`config.mk`:
```
export PLATFORM = sky130hd
export DESIGN_NAME = lc3_alu_issue_ctrl
export DESIGN_NICKNAME = d
export VERILOG_FILES = /design/src/rtl/lc3_pkg.sv /design/src/rtl/lc3_regfile.sv /design/src/rtl/lc3_alu_issue_ctrl.sv
export SDC_FILE = /design/constraint.sdc
export NUM_CORES = 1
export LEC_CHECK = 0
export BUFFER_PORTS_ARGS = -buffer_cell sky130_fd_sc_hd__buf_4
export CORE_MARGIN = 2
export CORE_UTILIZATION = 60
export CTS_BUF_LIST = sky130_fd_sc_hd__clkbuf_16
export DETAILED_ROUTE_END_ITERATION = 8
export PLACE_DENSITY_LB_ADDON = 0.08
export SETUP_SLACK_MARGIN = 0.2
export SYNTH_ARGS = -nofsm -noshare
export SYNTH_HDL_FRONTEND = slang
export SYNTH_SLANG_ARGS = --single-unit
```
`constraint.sdc`:
```
create_clock -name clk -period 5.7 [get_ports clk]
set_clock_uncertainty 0.2 [all_clocks]
set_input_delay 0.57 -clock clk [delete_from_list [all_inputs] [get_ports clk]]
set_output_delay 0.57 -clock clk [all_outputs]
set_load 0.05 [all_outputs]
```
`src/rtl/lc3_pkg.sv`:
```
// Shared ISA/ALU constants, FSM state type and the condition-code helper for the LC-3 ALU issue block.
// Optional HALT state is present only when LC3_ILLEGAL_TRAP_EN is defined.
package lc3_pkg;

    localparam logic [3:0] OP_ADD = 4'b0001;
    localparam logic [3:0] OP_AND = 4'b0101;
    localparam logic [3:0] OP_NOT = 4'b1001;

    localparam logic [1:0] ALU_ADD   = 2'b00;
    localparam logic [1:0] ALU_AND   = 2'b01;
    localparam logic [1:0] ALU_NOT   = 2'b10;
    localparam logic [1:0] ALU_PASS1 = 2'b11;

    typedef enum logic [2:0] {
        IDLE      = 3'd0,
        DECODE    = 3'd1,
        EXECUTE   = 3'd2,
        WRITEBACK = 3'd3
`ifdef LC3_ILLEGAL_TRAP_EN
        , HALT    = 3'd4
`endif
    } state_t;

    function automatic logic [2:0] calc_nzp(input logic [15:0] r);
        calc_nzp = {r[15], r == 16'h0000, !r[15] && (r != 16'h0000)};
    endfunction

endpackage

```
`src/rtl/lc3_regfile.sv`:
```
// 8x16 LC-3 general-purpose register file: two operand read ports, one debug read port,
// one synchronous write port, asynchronous clear.
module lc3_regfile #(
    parameter int NREGS = 8,
    parameter int REG_W = 16,
    localparam int AW   = $clog2(NREGS)
) (
    input  logic             clk,
    input  logic             rst_n,
    input  logic [AW-1:0]    rd_addr0,
    output logic [REG_W-1:0] rd_data0,
    input  logic [AW-1:0]    rd_addr1,
    output logic [REG_W-1:0] rd_data1,
    input  logic [AW-1:0]    dbg_addr,
    output logic [REG_W-1:0] dbg_data,
    input  logic             we,
    input  logic [AW-1:0]    wr_addr,
    input  logic [REG_W-1:0] wr_data
);

    logic [REG_W-1:0] regs [NREGS];

    always_ff @(posedge clk or negedge rst_n) begin
        if (!rst_n) begin
            for (int i = 0; i < NREGS; i++) regs[i] <= '0;
        end else if (we) begin
            regs[wr_addr] <= wr_data;
        end
    end

    // No write bypass: reads always see the value stored before the current edge.
    assign rd_data0 = regs[rd_addr0];
    assign rd_data1 = regs[rd_addr1];
    assign dbg_data = regs[dbg_addr];

endmodule

```
`src/rtl/lc3_alu_issue_ctrl.sv`:
```
// LC-3 ALU initiator: accepts ADD/AND/NOT over valid/ready, drives the external ALU, writes back DR and NZP.
// Define LC3_ILLEGAL_TRAP_EN to trap unsupported instructions into a sticky HALT with an illegal flag.
module lc3_alu_issue_ctrl
    import lc3_pkg::*;
#(
    parameter int NREGS = 8,
    parameter int REG_W = 16
) (
    input  logic             clk,
    input  logic             rst_n,
    // An instruction transfers on a rising edge where instr_valid && instr_ready;
    // instr_ready is high only in IDLE, so a held instr_valid waits without being consumed.
    input  logic             instr_valid,
    output logic             instr_ready,
    input  logic [15:0]      instr,
    output logic [REG_W-1:0] alu_operand0,
    output logic [4:0]       alu_operand1,
    output logic [REG_W-1:0] alu_operand2,
    output logic             alu_sr2mux,
    output logic [1:0]       alu_opcode,
    input  logic [REG_W-1:0] alu_result,
    output logic             done,
    output logic [2:0]       nzp,
`ifdef LC3_ILLEGAL_TRAP_EN
    output logic             illegal,
`endif
    input  logic [2:0]       dbg_addr,
    output logic [REG_W-1:0] dbg_data
);

    state_t           state;
    logic [15:0]      instr_q;
    logic [REG_W-1:0] result_q;
    logic [REG_W-1:0] sr1_data;
    logic [REG_W-1:0] sr2_data;
    logic             is_add;
    logic             is_and;
    logic             is_not;

    assign is_add = instr_q[15:12] == OP_ADD;
    assign is_and = instr_q[15:12] == OP_AND;
    assign is_not = (instr_q[15:12] == OP_NOT) && (instr_q[5:0] == 6'h3F);

    assign instr_ready = rst_n && (state == IDLE);
    assign done        = state == WRITEBACK;

    lc3_regfile #(
        .NREGS (NREGS),
        .REG_W (REG_W)
    ) u_regfile (
        .clk      (clk),
        .rst_n    (rst_n),
        .rd_addr0 (instr_q[8:6]),
        .rd_data0 (sr1_data),
        .rd_addr1 (instr_q[2:0]),
        .rd_data1 (sr2_data),
        .dbg_addr (dbg_addr),
        .dbg_data (dbg_data),
        .we       (state == WRITEBACK),
        .wr_addr  (instr_q[11:9]),
        .wr_data  (result_q)
    );

    always_ff @(posedge clk or negedge rst_n) begin
        if (!rst_n) begin
            state        <= IDLE;
            instr_q      <= '0;
            result_q     <= '0;
            alu_operand0 <= '0;
            alu_operand1 <= '0;
            alu_operand2 <= '0;
            alu_sr2mux   <= 1'b0;
            alu_opcode   <= ALU_ADD;
            nzp          <= 3'b010;
`ifdef LC3_ILLEGAL_TRAP_EN
            illegal      <= 1'b0;
`endif
        end else begin
            case (state)
                IDLE: begin
                    if (instr_valid && instr_ready) begin
                        instr_q <= instr;
                        state   <= DECODE;
                    end
                end
                DECODE: begin
                    if (is_add || is_and) begin
                        alu_operand2 <= sr1_data;
                        alu_operand0 <= sr2_data;
                        alu_operand1 <= instr_q[4:0];
                        alu_sr2mux   <= instr_q[5];
                        alu_opcode   <= is_add ? ALU_ADD : ALU_AND;
                        state        <= EXECUTE;
                    end else if (is_not) begin
                        alu_operand0 <= sr1_data;
                        alu_operand2 <= sr1_data;
                        alu_operand1 <= instr_q[4:0];
                        alu_sr2mux   <= 1'b0;
                        alu_opcode   <= ALU_NOT;
                        state        <= EXECUTE;
                    end else begin
`ifdef LC3_ILLEGAL_TRAP_EN
                        illegal <= 1'b1;
                        state   <= HALT;
`else
                        state   <= IDLE;
`endif
                    end
                end
                EXECUTE: begin
                    result_q <= alu_result;
                    state    <= WRITEBACK;
                end
                WRITEBACK: begin
                    nzp   <= calc_nzp(result_q);
                    state <= IDLE;
                end
`ifdef LC3_ILLEGAL_TRAP_EN
                HALT: state <= HALT;
`endif
                default: state <= IDLE;
            endcase
        end
    end

endmodule
```
After elaboration in Yosys (flattened, before gate mapping)
Cells that the tools add are included.
{"block": "classes", "order_cmp": 5, "n_eq_ne": 8, "muxes": 26, "bitwise": 4, "reduce_logical": 13}
{"cell": "$mux W16", "n": 10}
{"cell": "$bmux W16 S3", "n": 3}
{"cell": "$bwmux W128", "n": 1}
{"cell": "$demux W16 S3", "n": 1}
{"cell": "$ge A4 B4 Y1 const B", "n": 4}
{"cell": "$logic_not A16 Y1", "n": 1}
{"cell": "$not A3 Y4", "n": 4}
{"cell": "$reduce_bool A16 Y1", "n": 1}
{"cell": "$mux W5", "n": 2}
{"cell": "$pmux W3 S3", "n": 1}
{"cell": "$mux W2", "n": 4}
{"cell": "$eq A3 B2 Y1 const B", "n": 2}
{"cell": "$eq A6 B6 Y1 const B", "n": 1}
{"cell": "$logic_and A1 B1 Y1", "n": 5}
{"cell": "$eq A4 B1 Y1 const B", "n": 1}
{"cell": "$eq A4 B3 Y1 const B", "n": 1}
{"cell": "$eq A4 B4 Y1 const B", "n": 1}
{"cell": "$lt A4 B1 Y1 const B", "n": 1}
{"cell": "$reduce_and A2 Y1", "n": 2}
{"cell": "$eq A3 B1 Y1 const B", "n": 1}
{"cell": "$logic_not A3 Y1", "n": 1}
{"cell": "$mux W1", "n": 3}
{"cell": "$mux W3", "n": 1}
{"cell": "$ne A2 B1 Y1 const B", "n": 1}
{"cell": "other kinds (3)", "n": 3}
{"block": "word_totals", "regBits": 206, "in_bits": 38, "out_inout_bits": 61, "wordCells": 73}

Longest topological paths before layout
{"block": "logic_depth", "word_depth": 6, "ltp_mapped": 7}

Hierarchy
Synthesis repeated with hierarchy kept, for this count alone.
{"block": "unflattened", "cells_unflattened": 673, "hier_area_um2": 11274.6}
{"module": "lc3_regfile", "n_inst": 1, "cells_per_inst": 450, "area_each_um2": 8071.5}
{"module": "lc3_alu_issue_ctrl", "n_inst": 1, "cells_per_inst": 223, "area_each_um2": 3203.1}

Least setup slack after synthesis
No wires, ideal clock.
{"block": "synth_path", "kind": "input port to flip-flop", "start": "input rst_n", "end": "register instr_q[2]", "setup_time_ns": 0.125, "arrival_time_ns": 2.738, "required_time_ns": 5.375, "slack_ns": 2.637, "cell_stages": 5, "n_path_buf": 2, "cell_sequence": "nor3b_1 -> and2_1 -> buf_2 -> buf_2 -> mux2_2"}
{"block": "synth_via", "elab_chain_cells": 3}
{"item": "start: declaration", "line_no": "lc3_alu_issue_ctrl.sv:10", "rtl": "input logic rst_n,"}
{"item": "$logic_and A1 B1 Y1", "line_no": "lc3_alu_issue_ctrl.sv:44", "rtl": "assign instr_ready = rst_n && (state == IDLE);"}
{"item": "$logic_and A1 B1 Y1", "line_no": "lc3_alu_issue_ctrl.sv:81", "rtl": "if (instr_valid && instr_ready) begin"}
{"item": "$reduce_and A2 Y1 (no source line)"}
{"item": "end signal: assignment", "line_no": "lc3_alu_issue_ctrl.sv:82", "rtl": "instr_q <= instr;"}
{"item": "end: declaration", "line_no": "lc3_alu_issue_ctrl.sv:32", "rtl": "logic [15:0] instr_q;"}
Every way passes these cells.
A chain may end at the register's enable or synchronous reset.

Final worst setup path
{"block": "layout_path", "start": "input dbg_addr[0]", "end": "output dbg_data[12]"}
{"block": "layout_via", "elab_chain_cells": 4}
{"item": "start: declaration", "line_no": "lc3_alu_issue_ctrl.sv:27", "rtl": "input logic [2:0] dbg_addr,"}
{"item": "$not A3 Y4 (not written as such)", "line_no": "lc3_regfile.sv:34", "rtl": "assign dbg_data = regs[dbg_addr];"}
{"item": "$bmux W16 S3", "line_no": "lc3_regfile.sv:34"}
{"item": "$mux W16 (not written as such) (2 in a row)", "line_no": "lc3_regfile.sv:34"}
{"item": "end: declaration", "line_no": "lc3_alu_issue_ctrl.sv:28", "rtl": "output logic [REG_W-1:0] dbg_data"}
Every way passes these cells. The select of a mux whose other input is x is not followed.

==> impl_metrics.py <==
metrics = {
    "final_layout": {
        "drive_gt1_share_pct": 57.9,
        "design_area_mm2": 0.0123,
        "area_growth_pct": 14.3,
        "num_antenna_cells": 0,
        "filler_cell_count": 1178,
        "final_nets": 777,
        "multi_input_area_mm2": 0.00532,
        "seqCellArea_mm2": 0.00513,
    },
    "global_route": {
        "grt_pass1_wl_mm": 40.1,
        "track_usage_pct": 28.6,
        "grt_max_degree": 84,
        "grt_overflow": 0,
        "antenna_found_initial": 0,
        "grt_pass1_vias": 6752,
    },
    "synth": {
        "synth_edf_count": 0,
        "synth.area.top_cells": "dfrtp_1 47%, mux2_2 22%, mux4_2 15%",
        "synth_cell_types": 33,
        "synth.largest_area_cell": "dfrtp_1",
        "syn_area_mm2": 0.0108,
        "synthAdderAreaFrac_pct": 0,
        "async_flop_share_pct": 100,
        "synth_flop_cell": "dfrtp_1",
        "synth.net_count": 711,
        "ys_seq_elements": 205,
        "synth-seq-area-share_pct": 47.7,
        "synth_top_family_by_area": "multiplexers",
        "yosys_warnings": 0,
        "synth_top_area_share_pct": 47.4,
        "muxShareOfSynthArea_pct": 44.7,
        "avgSynthCellArea_um2": 16.0,
        "syn_inst": 673,
        "synthXorXnorAreaFrac_pct": 0,
        "synthSimpleGateAreaFrac_pct": 2.44,
        "synth-compound-area-share_pct": 1.92,
    },
    "drt": {
        "first_iter_violations": 560,
        "drc": 0,
        "firstDrtPassIters": 7,
        "ant_nets": 0,
        "via_per_inst": 6.71,
        "route.vias.total": 6572,
        "drt-total-wl_mm": 26.0,
        "wl_per_cell_um": 26.5,
    },
    "hold_path": {
        "hp-class": "in -> reg",
    },
    "timing": {
        "rsz0062_at_grt": "no",
        "max_freq_mhz": 330,
        "hold_viol": 0,
        "tightest_slew_ns": 1.22,
        "hold_ws_ns": 0.0895,
        "maxSlewViolCount": 0,
        "period_share_pct": 53.1,
        "layout_setup_ws_ns": 2.67,
        "min_period_ns": 3.03,
        "slew_headroom_pct": 18.9,
        "fin_tns_setup_ns": 0,
        "setup_viol": 0,
    },
    "worst_setup_path": {
        "worstPathArrival_ns": 2.26,
        "max_stage_delay_ns": 0.60,
        "required_ns": 4.93,
        "path_class": "in -> out",
        "start_kind": "input port",
        "critPathMaxFanout": 32,
        "crit_path_end_kind": "output pin",
        "rrSetupSlack_ns": 3.11,
        "crit_top_cell": "buf_4",
        "crit_chain": "buf_4 -> mux4_2 -> mux2_2 -> buf_4",
        "cp_slowest_cell": "mux4_2",
    },
    "place": {
        "place_hpwl_mm": 15.9,
        "placed_area_mm2": 0.0116,
        "numPortBuffers": 98,
        "place_ws_ns": 2.69,
        "place_congestion": 0.783,
    },
    "floorplanning": {
        "fp.coreArea_mm2": 0.0174,
        "die_w_um": 138,
        "die_area_mm2": 0.0190,
        "die_h_um": 138,
        "num_rows": 48,
        "start_util_pct": 61.8,
        "ios": 99,
    },
    "clock_tree": {
        "clock_sinks": 205,
        "cts-root-buf": "clkbuf_16",
        "cts_max_level": 1,
        "cts.repair.resized": 0,
        "clk_latency_ns": 0.51,
        "clockBufferDepth": 3,
        "numCtsBuffers": 23,
        "tritoncts": "done",
        "clk_pin_slew_ns": 0.06,
    },
    "power_and_ir_drop": {
        "p_total_mw": 7.32,
        "swShare_pct": 38.6,
        "p_clk_share_pct": 19.7,
        "switchingPower_mw": 2.83,
        "cellLeakagePower_nw": 5.83,
        "seqPwrFrac_pct": 39.2,
        "p_int_mw": 4.49,
        "power_frac_comb_pct": 41.1,
        "p_per_area_mw_per_mm2": 595,
        "ir_drop_uv": 658,
    },
    "run": {
        "max_cap_violations": 0,
    },
    "outcome": {
        "status": "completed",
    },
}
-- Yosys cell counts (2+ instances only) --
cell type,instances
mux2_2,213
dfrtp_1,204
mux4_2,72
clkbuf_1,27
buf_2,24
mux4_1,24
nor2_1,22
a221o_1,16
mux2i_1,16
buf_1,12
nand2_1,5
nor4_1,4
a22o_1,3
buf_12,3
inv_1,3
nand2b_1,3
nor3_2,3
and2_1,2
nand4_1,2
o21ai_0,2
-- metrics by stage --
stage          util [%]  cells
2_1_floorplan         -    673
4_1_cts            70.6    980
5_1_grt            70.6    980
3_5_place_dp       66.4    938
3_3_place_gp       66.4    938
6_report           70.6    980
-- placed cells by master, fill, tap and decap left out --
| cell type | netlist | layout |
|---|---|---|
| mux2_2 | 213 | 213 |
| dfrtp_1 | 204 | 202 |
| buf_4 | 0 | 106 |
| mux4_2 | 72 | 72 |
| mux4_1 | 24 | 24 |
| clkbuf_16 | 0 | 23 |
| nor2_1 | 22 | 19 |
| mux2i_1 | 16 | 16 |
| a221o_1 | 16 | 16 |
| inv_1 | 3 | 10 |
| nand2_1 | 5 | 5 |
| nor4_1 | 4 | 4 |
| clkinv_2 | 0 | 4 |
| nor2_2 | 0 | 3 |
| nand2b_1 | 3 | 3 |
| nor3_4 | 0 | 3 |
| a22o_1 | 3 | 3 |
| bufinv_16 | 0 | 3 |
| and2_1 | 2 | 2 |
| nand4_1 | 2 | 2 |
| o21ai_0 | 2 | 2 |
| clkinv_1 | 0 | 2 |
| dfrtp_2 | 0 | 2 |
| nand2_2 | 1 | 1 |
| nor3b_1 | 1 | 1 |
| nor2b_2 | 0 | 1 |
| nand3_1 | 1 | 1 |
| or3_1 | 1 | 1 |
| or4_1 | 1 | 1 |
| nor3_1 | 1 | 1 |
| and4bb_2 | 1 | 1 |
| o21ai_4 | 0 | 1 |
| and3_1 | 1 | 1 |
| a21oi_1 | 1 | 1 |
| clkinv_4 | 0 | 1 |
| clkinvlp_4 | 0 | 1 |
| dlygate4sd3_1 | 0 | 1 |
| clkbuf_8 | 0 | 1 |
| dfstp_2 | 1 | 1 |
-- final timing paths --
| kind | startpoint | to | depth (start not counted) |
|---|---|---|---|
| worst max register to register | instr_q[0]$_DFFE_PN0P_ | alu_operand2[3]$_DFFE_PN0P_ | 5 |
| worst min register to register | nzp[1]$_DFFE_PN1P_ | nzp[1]$_DFFE_PN1P_ | 2 |
| worst min-delay path | alu_result[8] | result_q[8]$_DFFE_PN0P_ | 2 |
| worst max-delay path | dbg_addr[0] | dbg_data[12] | 4 |
| max in group asynchronous | rst_n | u_regfile.regs[4]$_DFFE_PN0P_ | 4 |
| min in group asynchronous | rst_n | instr_q[13]$_DFFE_PN0P_ | 2 |
-- area by class of cell --
type,count,area share [%]
clock inverter,18,1.30
inverter,3,0.0915
sequential,205,41.7
tap,225,2.29
multi-input combinational,398,43.2
clock buffer,23,4.68
timing repair buffer,108,6.66
-- cells by family (layout without fill, tap and decap cells) --
kind of cell / after synthesis / count (layout)
buffers and inverters: 70 / 152
multiplexers: 325 / 325
flip-flops: 205 / 205
AO/OA/AOI/OAI: 23 / 23
AND/OR/NAND/NOR: 50 / 50
-- power by group through the flow --
| stage | Clock [mW] | Sequential [mW] | Combinational [mW] |
|---|---|---|---|
| floorplan | 0 | 2.83 | 2.16 |
| global placement | 0 | 2.80 | 2.93 |
| detailed placement | 0 | 2.86 | 3.01 |
| CTS | 1.47 | 2.84 | 3.02 |
| global route | 1.54 | 2.96 | 3.17 |
| finish | 1.44 | 2.87 | 3.01 |
-- flip-flops by register name, summed over array words and instances, names as in the netlist --
signal / count
state: 2
alu_sr2mux: 1
result_q: 16
u_regfile.regs: 128
alu_operand2: 16
alu_opcode: 2
instr_q: 16
alu_operand1: 5
nzp: 3
alu_operand0: 16
-- per-layer routing --
metal / GRT usage (%) / vias to the layer above / share of wire, %
met5: 0 / - / 0
met3: 5.63 / 40 / 8.3
li1: - / 2761 / -
met4: 8.39 / 0 / 2.2
met1: 42.5 / 3484 / 44
met2: 43.5 / 287 / 46
-- repair_timing --
item                      in CTS  in global routing
setup buffers                  0                  0
hold endpoints to repair      80                  0
hold buffers                   1                  0
-- critical path: cells and delay by family --
kind                   cells  cell delay (ns)
buffers and inverters      2             0.74
muxes                      2             0.92
No activity file was read; power rests on OpenSTA's default activity.
